### src/rtl/serial_pkg.sv
// Shared types for the serial transmit path: the parity-mode selector and the framing FSM state.
package serial_pkg;

  typedef enum logic [1:0] {
    NONE,
    ODD,
    EVEN
  } parity_e;

  typedef enum logic [2:0] {
    S_IDLE,
    S_START,
    S_DATA,
    S_PARITY,
    S_STOP
  } tx_state_e;

endpackage

### src/rtl/serial_tx_fifo_if.sv
// Write-side bus of the serial transmitter: data/strobe in, FIFO status out.
interface serial_tx_fifo_if #(
  parameter int unsigned DATA_BITS = 8
);
  logic [DATA_BITS-1:0] data;
  logic                 txe;
  logic                 full;
  logic                 overflow;

  modport master (output data, txe, input full, overflow);
  modport slave  (input data, txe, output full, overflow);
endinterface

### src/rtl/sync_fifo.sv
// Single-clock first-word-fall-through FIFO; rdata always shows the head entry.
module sync_fifo #(
  parameter int unsigned WIDTH = 8,
  parameter int unsigned DEPTH = 16
) (
  input  logic             clk,
  input  logic             rst_n,
  input  logic             wr,
  input  logic [WIDTH-1:0] wdata,
  input  logic             rd,
  output logic [WIDTH-1:0] rdata,
  output logic             full,
  output logic             empty
);
  localparam int unsigned AW = $clog2(DEPTH);

  logic [WIDTH-1:0] mem [DEPTH];
  logic [AW:0]      wptr;
  logic [AW:0]      rptr;
  logic             do_wr;
  logic             do_rd;

  assign do_wr = wr && !full;
  assign do_rd = rd && !empty;

  // Extra pointer bit distinguishes full from empty when the indices match.
  assign empty = (wptr == rptr);
  assign full  = (wptr[AW] != rptr[AW]) && (wptr[AW-1:0] == rptr[AW-1:0]);
  assign rdata = mem[rptr[AW-1:0]];

  always_ff @(posedge clk or negedge rst_n) begin
    if (!rst_n) begin
      wptr <= '0;
      rptr <= '0;
    end else begin
      if (do_wr) wptr <= wptr + (AW+1)'(1);
      if (do_rd) rptr <= rptr + (AW+1)'(1);
    end
  end

  always_ff @(posedge clk) begin
    if (do_wr) mem[wptr[AW-1:0]] <= wdata;
  end

endmodule

### src/rtl/serial_tx_fifo.sv
// FIFO-buffered asynchronous serial transmitter: start bit, LSB-first data, optional parity, stop bits.
module serial_tx_fifo
  import serial_pkg::*;
#(
  parameter int unsigned DIVISOR    = 434,
  parameter int unsigned DATA_BITS  = 8,
  parameter parity_e     PARITY     = NONE,
  parameter int unsigned STOP_BITS  = 1,
  parameter int unsigned FIFO_DEPTH = 16
) (
  input  logic                  clk,
  input  logic                  rst_n,
  serial_tx_fifo_if.slave       bus,
  output logic                  tx,
  output logic                  busy
);
  localparam int unsigned CNT_W = $clog2(DIVISOR);
  localparam int unsigned IDX_W = $clog2(DATA_BITS);
  localparam logic [CNT_W-1:0] CNT_MAX   = CNT_W'(DIVISOR - 1);
  localparam logic [IDX_W-1:0] IDX_LAST  = IDX_W'(DATA_BITS - 1);
  localparam logic             STOP_LAST = (STOP_BITS == 2);

  tx_state_e            state_q, state_d;
  logic [CNT_W-1:0]     cnt_q, cnt_d;
  logic [IDX_W-1:0]     idx_q, idx_d;
  logic [DATA_BITS-1:0] sh_q, sh_d;
  logic                 par_q, par_d;
  logic                 stop_q, stop_d;
  logic                 tx_q, tx_d;
  logic                 rst_q;
  logic                 overflow_q;
  logic                 pop;
  logic                 bit_end;
  logic                 fifo_full;
  logic                 fifo_empty;
  logic [DATA_BITS-1:0] fifo_rdata;

  sync_fifo #(
    .WIDTH (DATA_BITS),
    .DEPTH (FIFO_DEPTH)
  ) u_fifo (
    .clk   (clk),
    .rst_n (rst_n),
    .wr    (bus.txe),
    .wdata (bus.data),
    .rd    (pop && rst_q),
    .rdata (fifo_rdata),
    .full  (fifo_full),
    .empty (fifo_empty)
  );

  assign bus.full     = fifo_full;
  assign bus.overflow = overflow_q;
  assign tx           = tx_q;
  assign busy         = (state_q != S_IDLE) || !fifo_empty;

  // The write side sees raw rst_n so a write on the first edge after release
  // lands in the FIFO; the framer waits one extra edge via rst_q.
  always_ff @(posedge clk or negedge rst_n) begin
    if (!rst_n) rst_q <= 1'b0;
    else        rst_q <= 1'b1;
  end

  always_ff @(posedge clk or negedge rst_n) begin
    if (!rst_n)                       overflow_q <= 1'b0;
    else if (bus.txe && fifo_full)    overflow_q <= 1'b1;
  end

  always_comb begin
    state_d = state_q;
    cnt_d   = cnt_q;
    idx_d   = idx_q;
    sh_d    = sh_q;
    par_d   = par_q;
    stop_d  = stop_q;
    tx_d    = tx_q;
    pop     = 1'b0;
    bit_end = (cnt_q == CNT_MAX);

    if (state_q != S_IDLE) cnt_d = bit_end ? '0 : cnt_q + CNT_W'(1);

    case (state_q)
      S_IDLE: begin
        if (!fifo_empty) begin
          pop     = 1'b1;
          sh_d    = fifo_rdata;
          par_d   = (PARITY == EVEN) ? ^fifo_rdata : ~^fifo_rdata;
          tx_d    = 1'b0;
          cnt_d   = '0;
          state_d = S_START;
        end
      end
      S_START: begin
        if (bit_end) begin
          tx_d    = sh_q[0];
          idx_d   = '0;
          state_d = S_DATA;
        end
      end
      S_DATA: begin
        if (bit_end) begin
          if (idx_q == IDX_LAST) begin
            if (PARITY == NONE) begin
              tx_d    = 1'b1;
              stop_d  = 1'b0;
              state_d = S_STOP;
            end else begin
              tx_d    = par_q;
              state_d = S_PARITY;
            end
          end else begin
            tx_d  = sh_q[1];
            sh_d  = sh_q >> 1;
            idx_d = idx_q + IDX_W'(1);
          end
        end
      end
      S_PARITY: begin
        if (bit_end) begin
          tx_d    = 1'b1;
          stop_d  = 1'b0;
          state_d = S_STOP;
        end
      end
      S_STOP: begin
        if (bit_end) begin
          if (stop_q == STOP_LAST) begin
            if (!fifo_empty) begin
              pop     = 1'b1;
              sh_d    = fifo_rdata;
              par_d   = (PARITY == EVEN) ? ^fifo_rdata : ~^fifo_rdata;
              tx_d    = 1'b0;
              state_d = S_START;
            end else begin
              state_d = S_IDLE;
            end
          end else begin
            stop_d = 1'b1;
          end
        end
      end
      default: begin
        tx_d    = 1'b1;
        cnt_d   = '0;
        state_d = S_IDLE;
      end
    endcase
  end

  always_ff @(posedge clk or negedge rst_n) begin
    if (!rst_n) begin
      state_q <= S_IDLE;
      cnt_q   <= '0;
      idx_q   <= '0;
      sh_q    <= '0;
      par_q   <= 1'b0;
      stop_q  <= 1'b0;
      tx_q    <= 1'b1;
    end else if (!rst_q) begin
      state_q <= S_IDLE;
      cnt_q   <= '0;
      idx_q   <= '0;
      sh_q    <= '0;
      par_q   <= 1'b0;
      stop_q  <= 1'b0;
      tx_q    <= 1'b1;
    end else begin
      state_q <= state_d;
      cnt_q   <= cnt_d;
      idx_q   <= idx_d;
      sh_q    <= sh_d;
      par_q   <= par_d;
      stop_q  <= stop_d;
      tx_q    <= tx_d;
    end
  end

endmodule

### src/flat_wrapper.sv
// flat-port wrapper written by rule: the top's interface ports become plain ports
module serial_tx_fifo_flat import serial_pkg::*;
#(
  parameter int unsigned DIVISOR    = 434,
  parameter int unsigned DATA_BITS  = 8,
  parameter parity_e     PARITY     = NONE,
  parameter int unsigned STOP_BITS  = 1,
  parameter int unsigned FIFO_DEPTH = 16
)
  (clk, rst_n, tx, busy, bus_data, bus_txe, bus_full, bus_overflow);
  serial_tx_fifo_if #(.DATA_BITS(DATA_BITS)) bus_i ();
  input  logic clk;
  input  logic rst_n;
  output logic tx;
  output logic busy;
  input wire logic [$bits(bus_i.data)-1:0] bus_data;
  input wire logic [$bits(bus_i.txe)-1:0] bus_txe;
  output wire logic [$bits(bus_i.full)-1:0] bus_full;
  output wire logic [$bits(bus_i.overflow)-1:0] bus_overflow;
  assign bus_i.data = bus_data;
  assign bus_i.txe = bus_txe;
  assign bus_full = bus_i.full;
  assign bus_overflow = bus_i.overflow;
  serial_tx_fifo #(.DIVISOR(DIVISOR), .DATA_BITS(DATA_BITS), .PARITY(PARITY), .STOP_BITS(STOP_BITS), .FIFO_DEPTH(FIFO_DEPTH)) u_core (.clk(clk), .rst_n(rst_n), .bus(bus_i), .tx(tx), .busy(busy));
endmodule
### config.mk
export PLATFORM = sky130hd
export DESIGN_NAME = serial_tx_fifo_flat
export DESIGN_NICKNAME = d
export VERILOG_FILES = /design/src/rtl/serial_pkg.sv /design/src/rtl/serial_tx_fifo_if.sv /design/src/rtl/sync_fifo.sv /design/src/rtl/serial_tx_fifo.sv /design/src/flat_wrapper.sv
export SDC_FILE = /design/constraint.sdc
export NUM_CORES = 1
export LEC_CHECK = 0
export CAP_MARGIN = 30
export CORE_MARGIN = 2
export CORE_UTILIZATION = 56
export DETAILED_ROUTE_END_ITERATION = 10
export PLACE_DENSITY_LB_ADDON = 0.2
export SKIP_LAST_GASP = 1
export SLEW_MARGIN = 10
export SYNTH_ARGS = -nofsm -noshare
export SYNTH_HDL_FRONTEND = slang
export SYNTH_SLANG_ARGS = --single-unit
### constraint.sdc
create_clock -name clk -period 2.3 [get_ports clk]
set_input_delay 0.46 -clock clk [delete_from_list [all_inputs] [get_ports clk]]
set_output_delay 0.46 -clock clk [all_outputs]
set_load 0.02 [all_outputs]
==> results of run 1 <==
[power groups by stage]
stage                     Combinational (W)  Clock, W  Sequential, W
after floorplan                     0.00207         0        0.00384
after global placement              0.00284         0        0.00389
after detailed placement            0.00290         0        0.00390
after CTS                           0.00293   0.00280        0.00385
after global routing                0.00318   0.00292        0.00390
final                               0.00291   0.00275        0.00385
[layer usage]
metal	global-route usage	vias up	wire, um
met5	0	-	0
met3	0.0690	16	699
met4	0.0563	0	188
met1	0.311	1965	5840
li1	-	1763	-
met2	0.358	113	6810
[worst max-delay path, cell delays in order (launching register included)]
cell and delay [ns]:
dfrtp_1 0.42, inv_1 0.07, ha_1 0.13, nand4b_1 0.22
nor2_1 0.25, a2bb2oi_1 0.36, o21ai_0 0.24, a32o_1 0.31
[cells by family (layout without fill, tap and decap cells)]
| kind of cell | Yosys count | count (layout) |
|---|---|---|
| other | 1 | 1 |
| buffers and inverters | 29 | 90 |
| and+or+nand+nor | 98 | 98 |
| AOI/OAI and AO/OA | 53 | 53 |
| adders and majority gates | 9 | 9 |
| muxes | 48 | 48 |
| xor gates and xnor gates | 22 | 22 |
| DFF | 165 | 165 |
[placed cells by master (no fill, tap or decap), types with 11 or more instances in the layout]
cell type / synthesis / final
mux2i_1: 16 / 16
buf_4: 2 / 33
edfxtp_1: 128 / 128
xnor2_1: 17 / 17
clkbuf_16: 0 / 17
nor2_1: 32 / 31
nand2_1: 20 / 20
mux4_2: 27 / 27
o21ai_0: 11 / 11
dfrtp_1: 36 / 33
clkdlybuf4s50_1: 0 / 11
[registers in the layout, summed over array words and instances, names as in the netlist]
signal	cells
u_core.u_fifo.wptr	5
u_core.u_fifo.rptr	5
u_core.cnt_q	9
u_core.sh_q	8
u_core.state_q	3
u_core.bus.overflow	1
u_core.idx_q	3
u_core.u_fifo.mem	128
u_core.stop_q	1
u_core.rst_q	1
u_core.tx	1
[worst min path at each step]
stage | from | endpoint | slack, ns
after floorplan | rst_n | u_core.bus.overflow | 0.16
after global placement | rst_n | u_core.cnt_q[4] | 0.41
after detailed placement | rst_n | u_core.cnt_q[4] | 0.42
after CTS | u_core.bus.overflow | u_core.bus.overflow | 0.46
after global routing | u_core.bus.overflow | u_core.bus.overflow | 0.47
final | u_core.bus.overflow | u_core.bus.overflow | 0.46
[final cells by class]
class | count | share of cell area
clock buffer | 22 | 0.0561
clock inverter | 10 | 0.0151
inverter | 8 | 0.00371
multi-input combinational | 231 | 0.257
sequential | 165 | 0.590
tap | 168 | 0.0260
timing repair buffer | 50 | 0.0522
[stage by stage]
stage,instances,setup slack (ns),util,hold WS (ns)
after global routing,654,0.0440,0.669,0.473
after global placement,619,0.233,0.619,0.411
after CTS,653,0.000778,0.668,0.459
after detailed placement,619,0.161,0.619,0.422
final,654,0.172,0.669,0.457
after floorplan,425,-0.00498,-,0.164
[synthesized netlist by cell type, types with 2 or more instances]
cell type	count	area [um^2]
nand2b_1	4	25.0
nor3_1	9	45.0
or3_1	3	18.8
nand2_1	20	75.1
o211ai_1	3	22.5
o22ai_1	6	37.5
inv_1	8	30.0
dfrtp_1	36	901
a21oi_1	8	40.0
buf_2	9	45.0
ha_1	9	113
nand3b_1	2	15.0
or2_2	3	18.8
and4_1	3	26.3
nand3_1	6	30.0
xor2_1	5	43.8
mux4_1	4	105
nor2_1	32	120
o2bb2ai_1	7	61.3
o31ai_1	3	22.5
edfxtp_1	128	3840
mux4_2	27	608
o21ai_0	11	55.1
clkbuf_1	8	30.0
buf_4	2	15.0
and3_1	2	12.5
xnor2_1	17	149
mux2i_1	16	160
nand4_1	8	50.1
a21o_1	2	15.0
[timing repair]
item / CTS / global route
cloned: 0 / 0
hold endpoints to repair: 17 / 0
buffers inserted: 1 / 1
pin swaps: 1 / 2
hold buffers: 1 / 0
resized for setup: 2 / 9
endpoints found under the setup margin: 2 / 9
==> results.toml, run 1 <==
[pwr]
combPwrFrac = 0.306
swShare = 0.304
cellLeakagePower_nw = 2.89
p_seq_frac = 0.405
p_switching_w = 0.00289
power_density_mw_per_mm2 = 1180
internal-power_w = 0.00663
vdd.ir_drop.worst_v = 0.000654
finalPower_w = 0.00952
clock_power_share = 0.289

[min_path]
whs_path_depth = 1
hp-class = "register to register"

[grt]
grt_pass1_vias = 3852
grt_overflow = 0
grt_pass1_wl_um = 21600
grt_usage = 0.225
antenna_found_initial = 0
grt_max_degree = 38

[cells_and_area]
multiInputGateArea_mm2 = 0.00208
drive_above_1_share = 0.218
area_growth_syn_to_layout_pct = 16.1
nets = 493
fillers = 832
final_area_mm2 = 0.00810
seqCellArea_mm2 = 0.00477
antenna_cells = 0

[synthesis]
syn_avg_cell_area_um2 = 16.4
synthAdderAreaFrac = 0.0161
synth_warnings = 0
syn_nets = 445
yosys.area_share.simple = 0.0730
synth_async_sr_flop_share = 0.224
synth_top_family_by_area = "multiplexers"
synth_seq_cells = 165
netlist_area_mm2 = 0.00698
seq_area_frac_synth = 0.684
syn_inst = 425
synthMuxAreaShare = 0.127
synth_ff_type = "edfxtp_1"
synthXorXnorAreaFrac = 0.0276
synth-edff-count = 128
synthDistinctLibCells = 54
synth-compound-area-share = 0.0529

[drt]
ant_nets = 0
firstDrtPassIters = 5
drt-wirelength-per-cell_um = 20.7
detail_route.iter0.violations = 355
drc = 0
num_vias = 3857
wl_um = 13500
vias_per_cell = 5.90

[place]
gp_congestion = 0.842
port_buffers = 14
dp_hpwl_um = 8790
dpl_cell_area_mm2 = 0.00750

[sta]
slew_viol_final = 0
tns_ns = 0
relSlewSlack = 0.575
fin_skew_ns = 0.00853
min_period_ns = 2.13
setup_viol = 0
worst_pin_slew_ns = 0.636
fmax_ghz = 0.470
fin_crit_sh = 0.925
hold_violations = 0
rsz0062_at_grt = "no"

[floorplan]
start_util = 0.576
core_area_mm2 = 0.0121
die_area_mm2 = 0.0134
die_y_um = 116
die_width_um = 116
num_rows = 40
pin_count = 15

[setup_path]
r2r_slack_ns = 0.17
cp-startpoint = "u_core.cnt_q[1]"
critPathKind = "register to register"
path_max_fanout = 5
r2r_end = "u_core.sh_q[7]"
cp-end-kind = "register"
r2r-start = "u_core.cnt_q[1]"
rr_worst_depth = 7
cp.required_ns = 2.60
crit_arrival_ns = 2.43
start_kind = "register"
crit_path_end = "u_core.sh_q[7]"

[job]
cap_viol_max_count = 0

[clock_tree]
numCtsBuffers = 17
cts_buffer_depth = 2
cts_root_buf = "clkbuf_16"
path_clk_slew_ns = 0.06
clk_latency_ns = 0.42
cts_tree = "done"
htreeDepth = 4
clkSinkCount = 165

[outcome]
status = "finished, final reports clean"
(Power assumes the default switching activity.)
==> run 2, diff against run 1 <==
CAP_MARGIN = 20   (was 30)
MAX_ROUTING_LAYER = met4   (was default)
==> results.toml, run 2 (synthesis results as in run 1) <==
[drt]
wl_um = 13500
detail_route.iter0.violations = 346
firstDrtPassIters = 5
drc = 0
wl_met3_um = 697
vias_per_cell = 5.90
topRoutingLayerUsed = "met4"
m1WireLength_um = 5870
num_vias = 3859
drt-wirelength-per-cell_um = 20.7
ant_nets = 0
met2_length_um = 6800

[floorplan]
num_rows = 40
start_util = 0.576
pin_count = 15
die_width_um = 116
die_y_um = 116
core_area_mm2 = 0.0121
die_area_mm2 = 0.0134

[cells_and_area]
nets = 493
final_common_cell = "edfxtp_1"
stdcell_count = 654
antenna_cells = 0
largest_reg_flops = 128
area_growth_syn_to_layout_pct = 16.1
drive_above_1_share = 0.218
final_area_mm2 = 0.00810
final_cell_mix = "128 x edfxtp_1, 33 x buf_4, 33 x dfrtp_1, 31 x nor2_1, 27 x mux4_2"

[grt]
grt_pass1_wl_um = 21600
grt_pass1_vias = 3859
grt_overflow = 0
grt_max_degree = 38
antenna_found_initial = 0
grt_usage = 0.232

[sta]
worst_pin_slew_ns = 0.650
fin_skew_ns = 0.0114
relSlewSlack = 0.566
rsz0062_at_grt = "no"
fmax_ghz = 0.474
min_period_ns = 2.11
hold_violations = 0
slew_viol_final = 0
setup_viol = 0
fin_crit_sh = 0.917
worst_slack_ns = 0.190

[outcome]
status = "finished, final reports clean"

[pwr]
internal-power_w = 0.00663
finalPower_w = 0.00953
combPwrFrac = 0.307
cellLeakagePower_nw = 2.89
vdd.ir_drop.worst_v = 0.000654
p_switching_w = 0.00290
clock_power_share = 0.289
swShare = 0.304
p_seq_frac = 0.405
power_density_mw_per_mm2 = 1180

[setup_path]
r2r_slack_ns = 0.19
path_max_fanout = 5
start_kind = "register"
critPathKind = "register to register"
cp.required_ns = 2.60
crit_arrival_ns = 2.41
cp-end-kind = "register"

[clock_tree]
clkSinkCount = 165
cts_tree = "done"
cts_root_buf = "clkbuf_16"
clk_latency_ns = 0.42
cts_buffer_depth = 2
numCtsBuffers = 17
path_clk_slew_ns = 0.06
htreeDepth = 4

[place]
port_buffers = 14
dp_cells = 619
gp_congestion = 0.856
dp_slack_ns = 0.161
dpl_cell_area_mm2 = 0.00750
dp_hpwl_um = 8790

[min_path]
hp-class = "register to register"

[job]
cap_viol_max_count = 0
[run 2: routing by layer]
metal  vias up  GRT usage
met5         -          -
li1       1762          -
met4         0     0.0587
met3        18     0.0675
met1      1974      0.310
met2       105      0.358
[run 2: power by group through the flow]
stage	clock, W	sequential (W)	combinational [W]
floorplan	0	0.00384	0.00207
global route	0.00291	0.00390	0.00318
finish	0.00275	0.00386	0.00292
CTS	0.00280	0.00385	0.00293
detailed placement	0	0.00390	0.00290
global placement	0	0.00389	0.00284
[run 2: critical path, stage by stage (launching register included)]
cell,delay [ns]
dfrtp_1,0.42
inv_1,0.07
ha_1,0.13
nand4b_1,0.22
nor2_1,0.25
a2bb2oi_1,0.35
o21ai_0,0.24
a32o_1,0.31
[run 2: area by class of cell]
cell class                      count  area [um^2]
Multi-Input combinational cell    231         2080
Timing Repair Buffer               50          423
Clock inverter                     10          123
Fill cell                         832         4010
Inverter                            8         30.0
Sequential cell                   165         4770
Clock buffer                       22          454
Tap cell                          168          210
[run 2: what timing repair did]
item / 4_1_cts / 5_1_grt
hold buffers: 1 / 0
setup endpoints to repair: 2 / 9
pin swaps: 1 / 2
resized for setup: 2 / 9
hold endpoints to repair: 17 / 0
buffers inserted: 1 / 1
[run 2: path summary, 6_finish.rpt]
kind	endpoint	cells after the start	start
max reg2reg	u_core.sh_q[7]	7	u_core.cnt_q[1]
min reg2reg	u_core.bus.overflow	1	u_core.bus.overflow
min in group asynchronous	u_core.cnt_q[4]	2	rst_n
min	u_core.bus.overflow	1	u_core.bus.overflow
max in group asynchronous	u_core.tx	3	rst_n
max	u_core.sh_q[7]	7	u_core.cnt_q[1]
[run 2: through the flow]
stage | setup TNS, ns | hold slack, ns | utilization
2_1_floorplan | -0.101 | 0.164 | -
6_report | 0 | 0.457 | 0.669
3_3_place_gp | 0 | 0.411 | 0.619
5_1_grt | 0 | 0.473 | 0.669
3_5_place_dp | 0 | 0.422 | 0.619
4_1_cts | 0 | 0.459 | 0.668
==> run 3, diff against run 2 <==
CORE_UTILIZATION = 59   (was 56)
clock period = 2.6 ns   (was 2.3 ns; I/O delays follow)
==> results.toml, run 3 (synthesis results as in run 1) <==
[outcome]
status = "finished, final reports clean"

[setup_path]
critPathKind = "register to output port"
r2r-start = "u_core.u_fifo.rptr[0]"
max_stage_delay_ns = 0.50
path_max_fanout = 11
r2r_end = "u_core.sh_q[7]"
r2r_slack_ns = 0.34
cp-startpoint = "u_core.u_fifo.wptr[2]"
crit_chain = "xnor2_2 > nand4_1 > nor2_1 > nand2_1 > dlygate4sd2_1"
crit_path_end = "busy"
cp-end-kind = "output port"
rr_worst_depth = 4
crit_slowest_cell = "dfrtp_2"
cp.required_ns = 2.08
crit_arrival_ns = 1.93
start_kind = "register"

[sta]
min_period_ns = 2.45
setup_viol = 0
tns_ns = 0
slew_viol_final = 0
hold_violations = 0
rsz0062_at_grt = "no"
fin_crit_sh = 0.943
relSlewSlack = 0.446
fmax_ghz = 0.408
worst_pin_slew_ns = 0.832
fin_skew_ns = 0.0149

[cells_and_area]
fillers = 726
largest_reg_flops = 128
drive_above_1_share = 0.205
antenna_cells = 0
final_cell_mix = "128 x edfxtp_1, 33 x dfrtp_1, 32 x nor2_1, 28 x buf_4, 27 x mux4_2"
final_core_util = 0.700
nets = 485
area_growth_syn_to_layout_pct = 15.0
final_common_cell = "edfxtp_1"

[drt]
detail_route.iter0.violations = 350
vias_per_cell = 6.17
drt-wirelength-per-cell_um = 22.2
drc = 0
wl_um = 13800
num_vias = 3834
ant_nets = 0
firstDrtPassIters = 5

[place]
port_buffers = 14
dp_hpwl_um = 8910
gp_congestion = 0.862

[pwr]
swShare = 0.312
clock_power_share = 0.304
power_density_mw_per_mm2 = 1070
internal-power_w = 0.00589
p_seq_frac = 0.404
cellLeakagePower_nw = 2.86
combPwrFrac = 0.292
p_switching_w = 0.00267
vdd.ir_drop.worst_v = 0.00100

[grt]
grt_usage = 0.244
grt_pass1_wl_um = 21900
use_met2 = 0.385
grt_max_degree = 38
met1_usage = 0.315
grt_overflow = 0
antenna_found_initial = 0
grt_pass1_vias = 3981
grtUsageMet3 = 0.0600
busiest_layer = "met2"

[clock_tree]
htreeDepth = 4
cts_buffer_depth = 2
cts_root_buf = "clkbuf_16"
clkSinkCount = 165
cts_tree = "done"
clk_latency_ns = 0.43
numCtsBuffers = 17
path_clk_slew_ns = 0.06

[floorplan]
pin_count = 15
die_area_mm2 = 0.0127
num_rows = 39
die_width_um = 113
core_area_mm2 = 0.0115
die_y_um = 113
start_util = 0.609

[job]
cap_viol_max_count = 0

[min_path]
hp-class = "primary input to async pin"
## run 3: how the worst min path moves through the flow
stage                              from               endpoint  slack, ns
floorplan                         rst_n    u_core.bus.overflow       0.22
global placement    u_core.bus.overflow    u_core.bus.overflow       0.44
detailed placement  u_core.bus.overflow    u_core.bus.overflow       0.45
CTS                               rst_n        u_core.cnt_q[6]       0.21
global route                      rst_n        u_core.cnt_q[8]       0.25
finish                            rst_n  u_core.u_fifo.rptr[3]       0.20
## run 3: critical path, delay by kind of cell, from the launching register on
family	cells	cell delay, ns
flip-flops	1	0.50
buffers and inverters	1	0.33
AND/OR/NAND/NOR	3	0.46
XOR/XNOR	1	0.20
## run 3: power by group through the flow
| stage | sequential, W | clock (W) | combinational, W |
|---|---|---|---|
| 2_1_floorplan | 0.00340 | 0 | 0.00183 |
| 3_3_place_gp | 0.00347 | 0 | 0.00241 |
| 3_5_place_dp | 0.00349 | 0 | 0.00247 |
| 4_1_cts | 0.00345 | 0.00266 | 0.00248 |
| 5_1_grt | 0.00350 | 0.00275 | 0.00270 |
| 6_report | 0.00346 | 0.00260 | 0.00250 |
## run 3: layer usage
layer / up-vias / routed length (um) / share of wire
li1: 1743 / - / -
met1: 1961 / 5880 / 0.43
met2: 107 / 7000 / 0.51
met3: 23 / 618 / 0.045
met4: 0 / 294 / 0.021
met5: - / 0 / 0
## run 3: area by class of cell
type / count / area [um^2] / area share
Clock buffer: 17 / 425 / 0.0530
Clock inverter: 15 / 195 / 0.0243
Inverter: 8 / 30.0 / 0.00374
Multi-Input combinational cell: 231 / 2080 / 0.259
Sequential cell: 165 / 4770 / 0.595
Tap cell: 143 / 179 / 0.0223
Timing Repair Buffer: 42 / 343 / 0.0427
## run 3: per-stage QoR
stage	power [W]	worst slack, ns	std cells	instance area, um^2	hold slack (ns)
CTS	0.00859	0.0846	619	8000	0.208
global route	0.00895	0.0164	621	8030	0.246
finish	0.00856	0.147	621	8030	0.196
detailed placement	0.00596	0.252	587	7380	0.445
global placement	0.00588	0.226	587	7380	0.444
floorplan	0.00523	0.282	425	6980	0.224
## run 3: timing repair
action                                  4_1_cts  5_1_grt
pin swaps                                     0        1
gates resized for setup                       4        1
hold buffers                                  0        0
endpoints found under the setup margin        2        2
setup buffers                                 0        2
